File: config.mk
export PLATFORM = sky130hd
export DESIGN_NAME = mem_arbiter
export DESIGN_NICKNAME = d
export VERILOG_FILES = /design/src/rtl/mem_arbiter.sv
export SDC_FILE = /design/constraint.sdc
export NUM_CORES = 1
export LEC_CHECK = 0
export BUFFER_PORTS_ARGS = -buffer_cell sky130_fd_sc_hd__buf_4
export CAP_MARGIN = 20
export CORE_AREA = 2 2 118 120
export DETAILED_ROUTE_END_ITERATION = 16
export DIE_AREA = 0 0 120 122
export REMOVE_ABC_BUFFERS = 1
export SLEW_MARGIN = 20
export SYNTH_ARGS = -nofsm -noshare
export SYNTH_HDL_FRONTEND = slang
export SYNTH_SLANG_ARGS = --single-unit
File: constraint.sdc
create_clock -name clk -period 5.15 [get_ports clk]
set_input_delay 0.2575 -clock clk [delete_from_list [all_inputs] [get_ports clk]]
set_output_delay 0.2575 -clock clk [all_outputs]
set_load 0.01 [all_outputs]
File: src/rtl/mem_arbiter.sv
// Single-outstanding arbiter sharing one memory port between instruction fetch (I) and load/store (D).
// Define MEM_ARB_RR_EN for round-robin between simultaneous requesters; default is fixed D-over-I priority.
module mem_arbiter #(
    parameter int ADDR_W = 32,
    parameter int DATA_W = 32,
    parameter int CNT_W  = 16
) (
    input  logic                  clk,
    input  logic                  rst,
    input  logic                  i_req,
    input  logic [ADDR_W-1:0]     i_addr,
    output logic                  i_gnt,
    output logic                  i_rvalid,
    output logic [DATA_W-1:0]     i_rdata,
    input  logic                  d_req,
    input  logic                  d_we,
    input  logic [DATA_W/8-1:0]   d_be,
    input  logic [ADDR_W-1:0]     d_addr,
    input  logic [DATA_W-1:0]     d_wdata,
    output logic                  d_gnt,
    output logic                  d_rvalid,
    output logic [DATA_W-1:0]     d_rdata,
    output logic                  m_req,
    output logic                  m_we,
    output logic [DATA_W/8-1:0]   m_be,
    output logic [ADDR_W-1:0]     m_addr,
    output logic [DATA_W-1:0]     m_wdata,
    input  logic                  m_gnt,
    input  logic                  m_rvalid,
    input  logic [DATA_W-1:0]     m_rdata,
    output logic [CNT_W-1:0]      i_stall_cnt,
    output logic [CNT_W-1:0]      d_stall_cnt
);

    localparam logic [CNT_W-1:0] CNT_ONE = 1;
    localparam logic [CNT_W-1:0] CNT_MAX = '1;

    typedef enum logic {ST_IDLE, ST_BUSY} state_e;
    typedef enum logic {PORT_I, PORT_D} port_e;

    state_e           state_q, state_d;
    port_e            owner_q, owner_d;
    port_e            sel;
    logic             slot_open;
    logic             rsp;
    logic             grant;
    logic [CNT_W-1:0] i_stall_q, i_stall_d;
    logic [CNT_W-1:0] d_stall_q, d_stall_d;

`ifdef MEM_ARB_RR_EN
    port_e last_q, last_d;
`endif

    // Read data is broadcast; the rvalid strobes decide who consumes it.
    assign i_rdata     = m_rdata;
    assign d_rdata     = m_rdata;
    assign i_stall_cnt = i_stall_q;
    assign d_stall_cnt = d_stall_q;

    always_comb begin
        slot_open = (state_q == ST_IDLE) || m_rvalid;

        sel = d_req ? PORT_D : PORT_I;
`ifdef MEM_ARB_RR_EN
        if (i_req && d_req) begin
            sel = (last_q == PORT_D) ? PORT_I : PORT_D;
        end
`endif

        // Outputs are gated by rst so nothing leaks out while reset is held.
        m_req = !rst && slot_open && (i_req || d_req);
        if (sel == PORT_D) begin
            m_we    = d_we;
            m_be    = d_be;
            m_addr  = d_addr;
            m_wdata = d_wdata;
        end else begin
            m_we    = 1'b0;
            m_be    = '1;
            m_addr  = i_addr;
            m_wdata = '0;
        end

        i_gnt = m_req && m_gnt && (sel == PORT_I);
        d_gnt = m_req && m_gnt && (sel == PORT_D);
        grant = i_gnt || d_gnt;

        // A response with nothing outstanding is dropped.
        rsp      = !rst && (state_q == ST_BUSY) && m_rvalid;
        i_rvalid = rsp && (owner_q == PORT_I);
        d_rvalid = rsp && (owner_q == PORT_D);
    end

    always_comb begin
        state_d = state_q;
        owner_d = owner_q;
`ifdef MEM_ARB_RR_EN
        last_d  = last_q;
`endif
        if (grant) begin
            state_d = ST_BUSY;
            owner_d = sel;
`ifdef MEM_ARB_RR_EN
            last_d  = sel;
`endif
        end else if (rsp) begin
            state_d = ST_IDLE;
        end

        i_stall_d = i_stall_q;
        d_stall_d = d_stall_q;
        if (i_req && !i_gnt && (i_stall_q != CNT_MAX)) i_stall_d = i_stall_q + CNT_ONE;
        if (d_req && !d_gnt && (d_stall_q != CNT_MAX)) d_stall_d = d_stall_q + CNT_ONE;
    end

    always_ff @(posedge clk or posedge rst) begin
        if (rst) begin
            state_q   <= ST_IDLE;
            owner_q   <= PORT_I;
            i_stall_q <= '0;
            d_stall_q <= '0;
        end else begin
            state_q   <= state_d;
            owner_q   <= owner_d;
            i_stall_q <= i_stall_d;
            d_stall_q <= d_stall_d;
        end
    end

`ifdef MEM_ARB_RR_EN
    always_ff @(posedge clk or posedge rst) begin
        if (rst) last_q <= PORT_I;
        else     last_q <= last_d;
    end
`endif

endmodule

After elaboration in Yosys (flattened, before gate mapping). Index checks and enable logic that the tools add are counted.

Add/sub/neg operators: 2. Eq/ne operators: 2. Bitwise logic cells: 3. Muxes and demuxes: 7. Reduce and logical (&&, ||, !) cells: 20.

Operators by type and width (number): 32-bit two-way mux (2); 16-bit by 1-bit adder with 16-bit output, second input constant (2); 16-bit != test, second input constant (2); 1-bit logical AND (13); 1-bit two-way mux (4); 4-bit two-way mux (1); 1-bit logical NOT (3); 1-bit logical OR (3); 1-bit NOT (3); 2-bit nonzero test (1).

Output and inout port bits: 170. Bits in registers: 34. Bits of input ports: 139.

Logic depth before layout (Yosys ltp). Gate-level depths: netlist of the first run.

Depth after elaboration: 9. Gate-level depth with buffers: 7. Mapped depth without buffers: 6.

Worst setup path after synthesis of the first run. No wires, ideal clock.

Kind: reg-to-reg. From: register d_stall_q[0], in the netlist d_stall_cnt[0]. To: register d_stall_q[7], in the netlist d_stall_cnt[7]. Cell stages (with the launch flop): 8. Path buffers: 1. Clock period less this slack: 1.718 ns. Required time: 5.071 ns. Slack: 3.432 ns. Arrival time: 1.639 ns. Cells stage by stage: dfrtp_1 > ha_1 > nand3_1 > nor3_1 > a31o_2 > buf_2 > nor4_1 > xor2_1.

Word-level cells in the longest chain between the ends: 2. Elaborated cells on any way between the ends: 3. Classes of those cells: add/sub: 1; eq/ne: 1; reduce/logical: 1.

RTL lines: from (decl) (line 48) `logic [CNT_W-1:0] d_stall_q, d_stall_d;`; from (signal assigned) (line 126) `d_stall_q <= d_stall_d;`; parallel branches: the longest is 2 deep, another holds 16-bit by 1-bit adder with 16-bit output.

Several ways; the timed one is not identified. A chain may end at the register's enable or synchronous reset.

Final worst setup path of the first run.
From: input port d_req. To: output port d_gnt.

Word-level cells in the longest chain between the ends: 4. Elaborated cells on any way between the ends: 5. Classes of those cells: mux: 1; reduce/logical: 4.

RTL lines: from (decl) (line 15) `input logic d_req,`; 1-bit logical OR (line 71) `m_req = !rst && slot_open && (i_req || d_req);`; 1-bit logical AND (line 71); 1-bit logical AND (line 85) `d_gnt = m_req && m_gnt && (sel == PORT_D);`; 1-bit logical AND * (line 85); to (decl) (line 20) `output logic d_gnt,`.

Mark *: on every way between the ends. The rest lies on a longest branch, timed or not.

==> results of run 1 <==
cell usage after synthesis, types with 8 or more instances:
cell	count	area [µm²]
xor2_1	17	149
nand2_1	10	37.5
nor3_1	9	45.0
buf_4	64	480
and2_1	34	213
xnor2_1	11	96.3
nor2_1	11	41.3
mux2_2	35	394
clkbuf_1	8	30.0
dfrtp_1	34	851
nand3_1	12	60.1
metal layers:
layer	up-vias	part of all wire, %	wire length (µm)	track usage, %
met1	1268	34	5830	22.8
met2	228	40	6770	30.4
met4	0	4.5	768	10.2
li1	1219	-	-	-
met5	-	0	0	4.51
met3	19	22	3700	21.2
power groups by stage:
stage	Sequential (mW)	Clock [mW]	Combinational (mW)
after global routing	0.450	0.296	0.537
after detailed placement	0.438	0	0.495
final	0.434	0.275	0.489
after global placement	0.433	0	0.489
after CTS	0.435	0.283	0.498
after floorplan	0.447	0	0.174
sequential cells by signal, indices dropped and copies added, names as in the netlist:
signal,cells
d_stall_cnt,16
owner_q,1
i_stall_cnt,16
state_q,1
cell type report:
type	count	area, µm²	share of cell area (%)
clock buffer	7	133	3.15
inverter	7	26.3	0.625
multi-input combinational	182	1370	32.6
sequential	34	851	20.2
tap	180	225	5.36
timing repair buffer	213	1600	38.0
metrics by stage:
step           power, mW  cell area, µm²  hold slack [ps]
2_1_floorplan      0.620            2250              399
3_3_place_gp       0.922            4070              418
3_5_place_dp       0.933            4070              430
4_1_cts             1.22            4200              139
5_1_grt             1.28            4200              171
6_report            1.20            4200              115
logic make-up (layout without fill, tap and decap cells):
group,count (synthesis),in the layout,share of synthesized area (%)
xor+xnor,28,28,8.84
mux,35,35,14.2
buf+inv,81,227,19.9
simple gates,108,108,22.9
compound gates,9,9,2.57
flops,34,34,30.7
fa+ha+maj,2,2,0.902
critical path: stages:
cell    delay, ps
buf_4         560
nor2_1        180
nor3_1        320
and2_1        220
buf_4         140
worst paths after layout:
kind | from | to | slack [ps] | cells after the start
worst max-delay path | d_req | d_gnt | 3180 | 5
worst min-delay path | rst | i_stall_cnt[6]$_DFFE_PP0P_ | 120 | 2
worst max register to register | d_stall_cnt[0]$_DFFE_PP0P_ | d_stall_cnt[14]$_DFFE_PP0P_ | 3300 | 6
worst min register to register | d_stall_cnt[15]$_DFFE_PP0P_ | d_stall_cnt[15]$_DFFE_PP0P_ | 510 | 1
max in group asynchronous | rst | d_stall_cnt[11]$_DFFE_PP0P_ | 4350 | 3
min in group clk | rst | state_q$_DFFE_PP0P_ | 350 | 3
==> impl_metrics.tcl, run 1 <==
set metrics [dict create \
    clkTransAtPathRegs_ps 50 \
    antenna_cells 0 \
    ys_ff_latch 34 \
    critPathMaxFanout 75 \
    drt-initial-drc-count 154 \
    drc_errors 0 \
    ctsHoldBuffers 0 \
    hold_path.class "input pin to async pin" \
    initial_core_util_pct 20.5 \
    vias 2734 \
    combPwrFrac_pct 40.8 \
    rsz0062_at_grt "false" \
    dp_cells 616 \
    drive_above_1_share_pct 58.9 \
    seq_power_share_pct 36.2 \
    synth.yosys.warnings 0 \
    grt_pass1_wl_um 22100 \
    setup_viol 0 \
    skew_ps 2.10 \
    vdd_drop_max_mv 0.123 \
    die_w_um 120 \
    end_kind "output port" \
    viasPerCell 4.39 \
    drv_slew 0 \
    pre_cts_slack_ps 3030 \
    clock_path_buffers 2 \
    crit_arrival_ps 1710 \
    yosysUniqueCellTypes 36 \
    row_count 43 \
    p_clk_share_pct 23.0 \
    grt_pass1_vias 2796 \
    post_cts_buffers 0 \
    nets 584 \
    syn_area_um2 2770 \
    cts_resized 0 \
    antenna_found_initial 0 \
    portBuffers 212 \
    finalCritPeriodShare_pct 38.2 \
    cts_made_buffers 5 \
    die_area_um2 14600 \
    powerDensity_nw_per_um2 285 \
    finalNonFillerCells 623 \
    track_usage_pct 22.4 \
    hpwl_um 15000 \
    clock-root-buffer "clkbuf_16" \
    finalHoldViolCount 0 \
    fin_util_pct 31.1 \
    worstSkewPairLatency_ps 270 \
    final_common_cell "buf_4" \
    chipHeight_um 122 \
    synth-seq-area-share_pct 30.7 \
    fill_cells 1456 \
    cts_tree "built" \
    syn_avg_cell_area_um2 9.34 \
    fin_ws_ps 3180 \
    gp_congestion 0.832 \
    dr.pass1.iters 4 \
    status "finished clean" \
    mostFrequentLayoutCells "buf_4 (213), mux2_2 (35), and2_1 (34), dfrtp_1 (34), xor2_1 (17)" \
    cts_max_level 2 \
    synth-main-ff-cell "dfrtp_1" \
    wirelength_um 17100 \
    fmax_mhz 508 \
    power.internal_mw 0.781 \
    max_slew_margin_pct 51.3 \
    worstPathRequired_ps 4890 \
    synth_enable_flop_cells 0 \
    worstMarginPinSlew_ps 730 \
    power_switching_mw 0.417 \
    leakagePower_nw 2.08 \
    postSynthCellCount 297 \
    ys_async_sr_fraction_pct 100 \
    gr-total-overflow 0 \
    fin_crit_ps 1970 \
    io_pins 309 \
    swShare_pct 34.8 \
    core_um2 13500 \
    tns_ps 0 \
    routedWlPerCell_um 27.4 \
    critPathLaunchType "input pin" \
    area_delta_synth_final_pct 51.6 \
    path_class "input pin to output port" \
    grt_max_degree 76 \
    ant_nets 0 \
    drv_cap 0 \
    cts.sink_count 34 \
]
Note: power is estimated with default switching activity, not from simulation.
==> run 2: changes to the inputs <==
--- a/config.mk
+++ b/config.mk
@@ -7,9 +7,9 @@
 export LEC_CHECK = 0
 export BUFFER_PORTS_ARGS = -buffer_cell sky130_fd_sc_hd__buf_4
 export CAP_MARGIN = 20
-export CORE_AREA = 2 2 118 120
+export CORE_AREA = 2 2 120 122
 export DETAILED_ROUTE_END_ITERATION = 16
-export DIE_AREA = 0 0 120 122
+export DIE_AREA = 0 0 122 124
 export REMOVE_ABC_BUFFERS = 1
 export SLEW_MARGIN = 20
 export SYNTH_ARGS = -nofsm -noshare
==> constraint.sdc (replaced) <==
create_clock -name clk -period 2 [get_ports clk]
set_input_delay 0.1 -clock clk [delete_from_list [all_inputs] [get_ports clk]]
set_output_delay 0.1 -clock clk [all_outputs]
set_load 0.01 [all_outputs]
==> impl_metrics.tcl, run 2 (synthesized netlist as in run 1, its figures left out) <==
set metrics [dict create \
    cp_cell_sequence "ha_1 -> nand3_1 -> nor3_1 -> or3_1 -> nor4_4 -> xor2_1" \
    setup_viol 0 \
    min_from "m_rdata[22]" \
    routedWlPerCell_um 26.9 \
    viasPerCell 4.40 \
    worstSkewPairLatency_ps 280 \
    powerDensity_nw_per_um2 737 \
    drc_errors 0 \
    dr.pass1.iters 4 \
    crit_family "simple AND/OR/NAND/NOR gates" \
    power.total_mw 3.13 \
    critPathLaunchType "flop" \
    regToRegSetupSlack_ps 190 \
    clkTransAtPathRegs_ps 50 \
    drv_cap 0 \
    cpMaxStageDelayCell "or3_1" \
    r2r-start "d_stall_cnt[0]$_DFFE_PP0P_" \
    end_kind "flop" \
    chipHeight_um 124 \
    skew_ps 3.60 \
    vdd_drop_max_mv 0.267 \
    clock-root-buffer "clkbuf_16" \
    grtUsageMet3_pct 24.0 \
    clock_path_buffers 2 \
    hpwl_um 14700 \
    tns_ps 0 \
    worstMarginPinSlew_ps 642 \
    path_class "flop to flop" \
    grt_pass1_vias 2699 \
    track_usage_pct 20.8 \
    ant_nets 0 \
    mostFrequentLayoutCells "buf_4 (214), mux2_2 (35), and2_1 (34), dfrtp_1 (34), xor2_1 (17)" \
    final_common_cell "buf_4" \
    worst-path-buf-inv 0 \
    antenna_cells 0 \
    row_count 43 \
    grt_pass1_wl_um 21100 \
    antenna_found_initial 0 \
    portBuffers 212 \
    use_met2_pct 26.7 \
    pre_cts_slack_ps 201 \
    critPathMaxFanout 7 \
    finalNonFillerCells 625 \
    area_delta_synth_final_pct 53.1 \
    vias 2750 \
    die_area_um2 15100 \
    finalCritPeriodShare_pct 90.3 \
    nets 587 \
    grt.busiest_layer "met2" \
    cts.sink_count 34 \
    crit_path_max_incr_delay_ps 460 \
    hold_path.class "input pin to output port" \
    gp_congestion 0.873 \
    fin_ws_ps 194 \
    die_w_um 122 \
    max_slew_margin_pct 57.2 \
    initial_core_util_pct 20.2 \
    dp_cells 618 \
    drive_above_1_share_pct 59.3 \
    io_pins 309 \
    finalHoldViolCount 0 \
    gr-total-overflow 0 \
    cts_tree "built" \
    drv_slew 0 \
    fmax_mhz 554 \
    rsz0062_at_grt "false" \
    fin_crit_ps 1810 \
    status "finished clean" \
    grt_max_degree 73 \
    drt-initial-drc-count 209 \
    cts_max_level 2 \
    crit_start "d_stall_cnt[0]$_DFFE_PP0P_" \
    core_um2 13700 \
    leakagePower_nw 2.10 \
    cts_made_buffers 5 \
    worstPathRequired_ps 2200 \
    wirelength_um 16800 \
    crit_arrival_ps 2010 \
    fin_util_pct 31.0 \
    grtUsageMet1_pct 19.9 \
]
-- run 2: changes by cell type in the layout (fill, tap and decap cells not counted), sizes merged --
cell	delta
buf	+2
clkbuf	-1
dlygate4sd3	+1
-- run 2: worst paths after layout --
kind	end	cells after the start
max	d_stall_cnt[14]$_DFFE_PP0P_	6
min	i_rdata[22]	0
max reg2reg	d_stall_cnt[14]$_DFFE_PP0P_	6
min in group asynchronous	d_stall_cnt[8]$_DFFE_PP0P_	3
max in group asynchronous	i_stall_cnt[7]$_DFFE_PP0P_	4
min reg2reg	d_stall_cnt[15]$_DFFE_PP0P_	1
-- run 2: layout make-up --
type | count | area [µm²]
multi-input cells | 182 | 1370
flip-flops and latches | 34 | 851
inverters | 7 | 26.3
well taps | 180 | 225
repair buffers | 216 | 1640
clock buffers | 6 | 139
fillers | 1432 | 9470
-- run 2: power by group --
group          total, mW  leakage, nW  internal, mW  switching [mW]
sequential          1.11        0.423         0.870           0.239
clock              0.752       0.0688         0.481           0.272
combinational       1.27         1.61         0.691           0.577
-- run 2: timing repair --
item,CTS,global route
resized for setup,0,0
setup buffers,0,0
setup endpoints to repair,0,0
endpoints found under the hold margin,16,0
hold buffers,1,0
-- run 2: stage by stage --
stage               hold slack (ps)  instance area (µm²)
floorplan                       200                 2250
global placement                200                 4100
detailed placement              200                 4100
CTS                             200                 4250
global route                    200                 4250
finish                          200                 4250
-- run 2: metal layers --
metal	up-vias	part of all wire, %
li1	1228	-
met1	1244	32
met2	251	38
met3	23	25
met4	4	3.4
met5	-	0.91
==> run 3: changes to the inputs <==
--- a/config.mk
+++ b/config.mk
@@ -10,7 +10,6 @@
 export CORE_AREA = 2 2 120 122
 export DETAILED_ROUTE_END_ITERATION = 16
 export DIE_AREA = 0 0 122 124
-export REMOVE_ABC_BUFFERS = 1
 export SLEW_MARGIN = 20
 export SYNTH_ARGS = -nofsm -noshare
 export SYNTH_HDL_FRONTEND = slang
==> impl_metrics.tcl, run 3 (synthesized netlist as in run 1, its figures left out) <==
set metrics [dict create \
    cts.sink_count 34 \
    crit_start "d_stall_cnt[0]$_DFFE_PP0P_" \
    crit_top_cell "nor3_1" \
    die_w_um 122 \
    seqCellArea_um2 851 \
    core_um2 13700 \
    powerDensity_nw_per_um2 741 \
    mostFrequentLayoutCells "buf_4 (213), mux2_2 (35), and2_1 (34), dfrtp_1 (34), xor2_1 (17)" \
    hpwl_um 10300 \
    drv_slew 0 \
    crit_arrival_ps 2000 \
    crit_path_max_incr_delay_ps 460 \
    worstMarginPinSlew_ps 713 \
    drv_cap 0 \
    critPathMaxFanout 7 \
    swShare_pct 33.0 \
    skew_ps 4.08 \
    drc_errors 0 \
    io_pins 309 \
    dr.pass1.iters 6 \
    power.internal_mw 2.12 \
    grtUsageMet1_pct 21.3 \
    worstPathRequired_ps 2200 \
    violations "negative hold slack" \
    grt_pass1_vias 2738 \
    use_met2_pct 20.6 \
    seq_power_share_pct 34.9 \
    cpMaxStageDelayCell "or3_1" \
    fill_cells 1464 \
    combPwrFrac_pct 38.9 \
    ant_nets 0 \
    clock_path_buffers 2 \
    vdd_drop_max_mv 0.715 \
    end_kind "flop" \
    finalHoldViolCount 16 \
    p_clk_share_pct 26.2 \
    grt.busiest_layer "met1" \
    antenna_found_initial 0 \
    portBuffers 212 \
    tns_ps 0 \
    rsz0062_at_grt "false" \
    hold_path.class "input pin to async pin" \
    vias 2582 \
    gr-total-overflow 0 \
    track_usage_pct 15.6 \
    syn-num-nets 438 \
    cts_resized 0 \
    fin_crit_ps 1810 \
    clkTransAtPathRegs_ps 50 \
    critPathLaunchType "flop" \
    power_switching_mw 1.05 \
    cp_cell_sequence "ha_1 -> nand3_1 -> nor3_1 -> or3_1 -> nor3_1 -> xor2_1" \
    cts_tree "built" \
    path_class "flop to flop" \
    grt_pass1_wl_um 17100 \
    antenna_cells 0 \
    worstSkewPairLatency_ps 270 \
    chipHeight_um 124 \
    leakagePower_nw 2.11 \
    cts_max_level 2 \
    dp_cells 618 \
    status "finished with violations" \
    drt-initial-drc-count 43 \
    grtUsageMet3_pct 9.84 \
    fmax_mhz 553 \
    max_slew_margin_pct 52.4 \
    die_area_um2 15100 \
    cts_made_buffers 5 \
    post_cts_buffers 0 \
    row_count 43 \
    multiInputGateArea_um2 1370 \
    nets 586 \
    r2r-start "d_stall_cnt[0]$_DFFE_PP0P_" \
    ctsHoldBuffers 0 \
    drive_above_1_share_pct 59.6 \
    wirelength_um 12000 \
    setup_viol 0 \
    final_common_cell "buf_4" \
    grt_max_degree 74 \
    viasPerCell 4.12 \
    finalNonFillerCells 626 \
    initial_core_util_pct 20.2 \
    finalCritPeriodShare_pct 90.3 \
    gp_congestion 0.852 \
    routedWlPerCell_um 19.2 \
    whs_ps -13.2 \
    area_delta_synth_final_pct 54.2 \
    clock-root-buffer "clkbuf_16" \
]
[run 3: path summary, 6_finish.rpt]
path / slack [ps] / endpoint / depth (start not counted)
max: 190 / d_stall_cnt[9]$_DFFE_PP0P_ / 6
min: -10 / i_stall_cnt[14]$_DFFE_PP0P_ / 2
max reg2reg: 190 / d_stall_cnt[9]$_DFFE_PP0P_ / 6
min reg2reg: 520 / d_stall_cnt[15]$_DFFE_PP0P_ / 1
max in group asynchronous: 1470 / owner_q$_DFFE_PP0P_ / 3
min in group clk: 170 / state_q$_DFFE_PP0P_ / 3
[run 3: worst max-delay path, delay by kind of cell (launching register included)]
| kind | cells | cell delay (ps) |
|---|---|---|
| xor+xnor | 1 | 170 |
| fa+ha+maj | 1 | 260 |
| simple gates | 4 | 880 |
| flops | 1 | 410 |
[run 3: metal layers]
layer | routed length, µm | share of wire [%]
met5 | 0 | 0
met4 | 197 | 1.6
met3 | 1740 | 14
met2 | 4640 | 39
met1 | 5450 | 45
[run 3: metrics by stage]
step	utilization, %	setup WS, ps	instance area, µm²	power, mW
floorplan	-	282	2770	1.75
global placement	30.0	237	4110	2.34
detailed placement	30.0	190	4110	2.37
CTS	31.2	175	4280	3.22
global route	31.2	90.9	4280	3.39
finish	31.2	193	4280	3.17
[run 3: cell type report]
cell class                      instances  area share (%)
Multi-Input combinational cell        182            32.0
Clock buffer                            8            3.89
Tap cell                              180            5.26
Sequential cell                        34            19.9
Timing Repair Buffer                  215            38.3
Inverter                                7           0.614
[run 3: power groups by stage]
stage                     Sequential, mW  Clock (mW)  Combinational, mW
after floorplan                     1.15           0              0.599
after global placement              1.10           0               1.24
after detailed placement            1.12           0               1.25
after CTS                           1.11       0.852               1.26
after global routing                1.14       0.904               1.34
final                               1.11       0.832               1.23
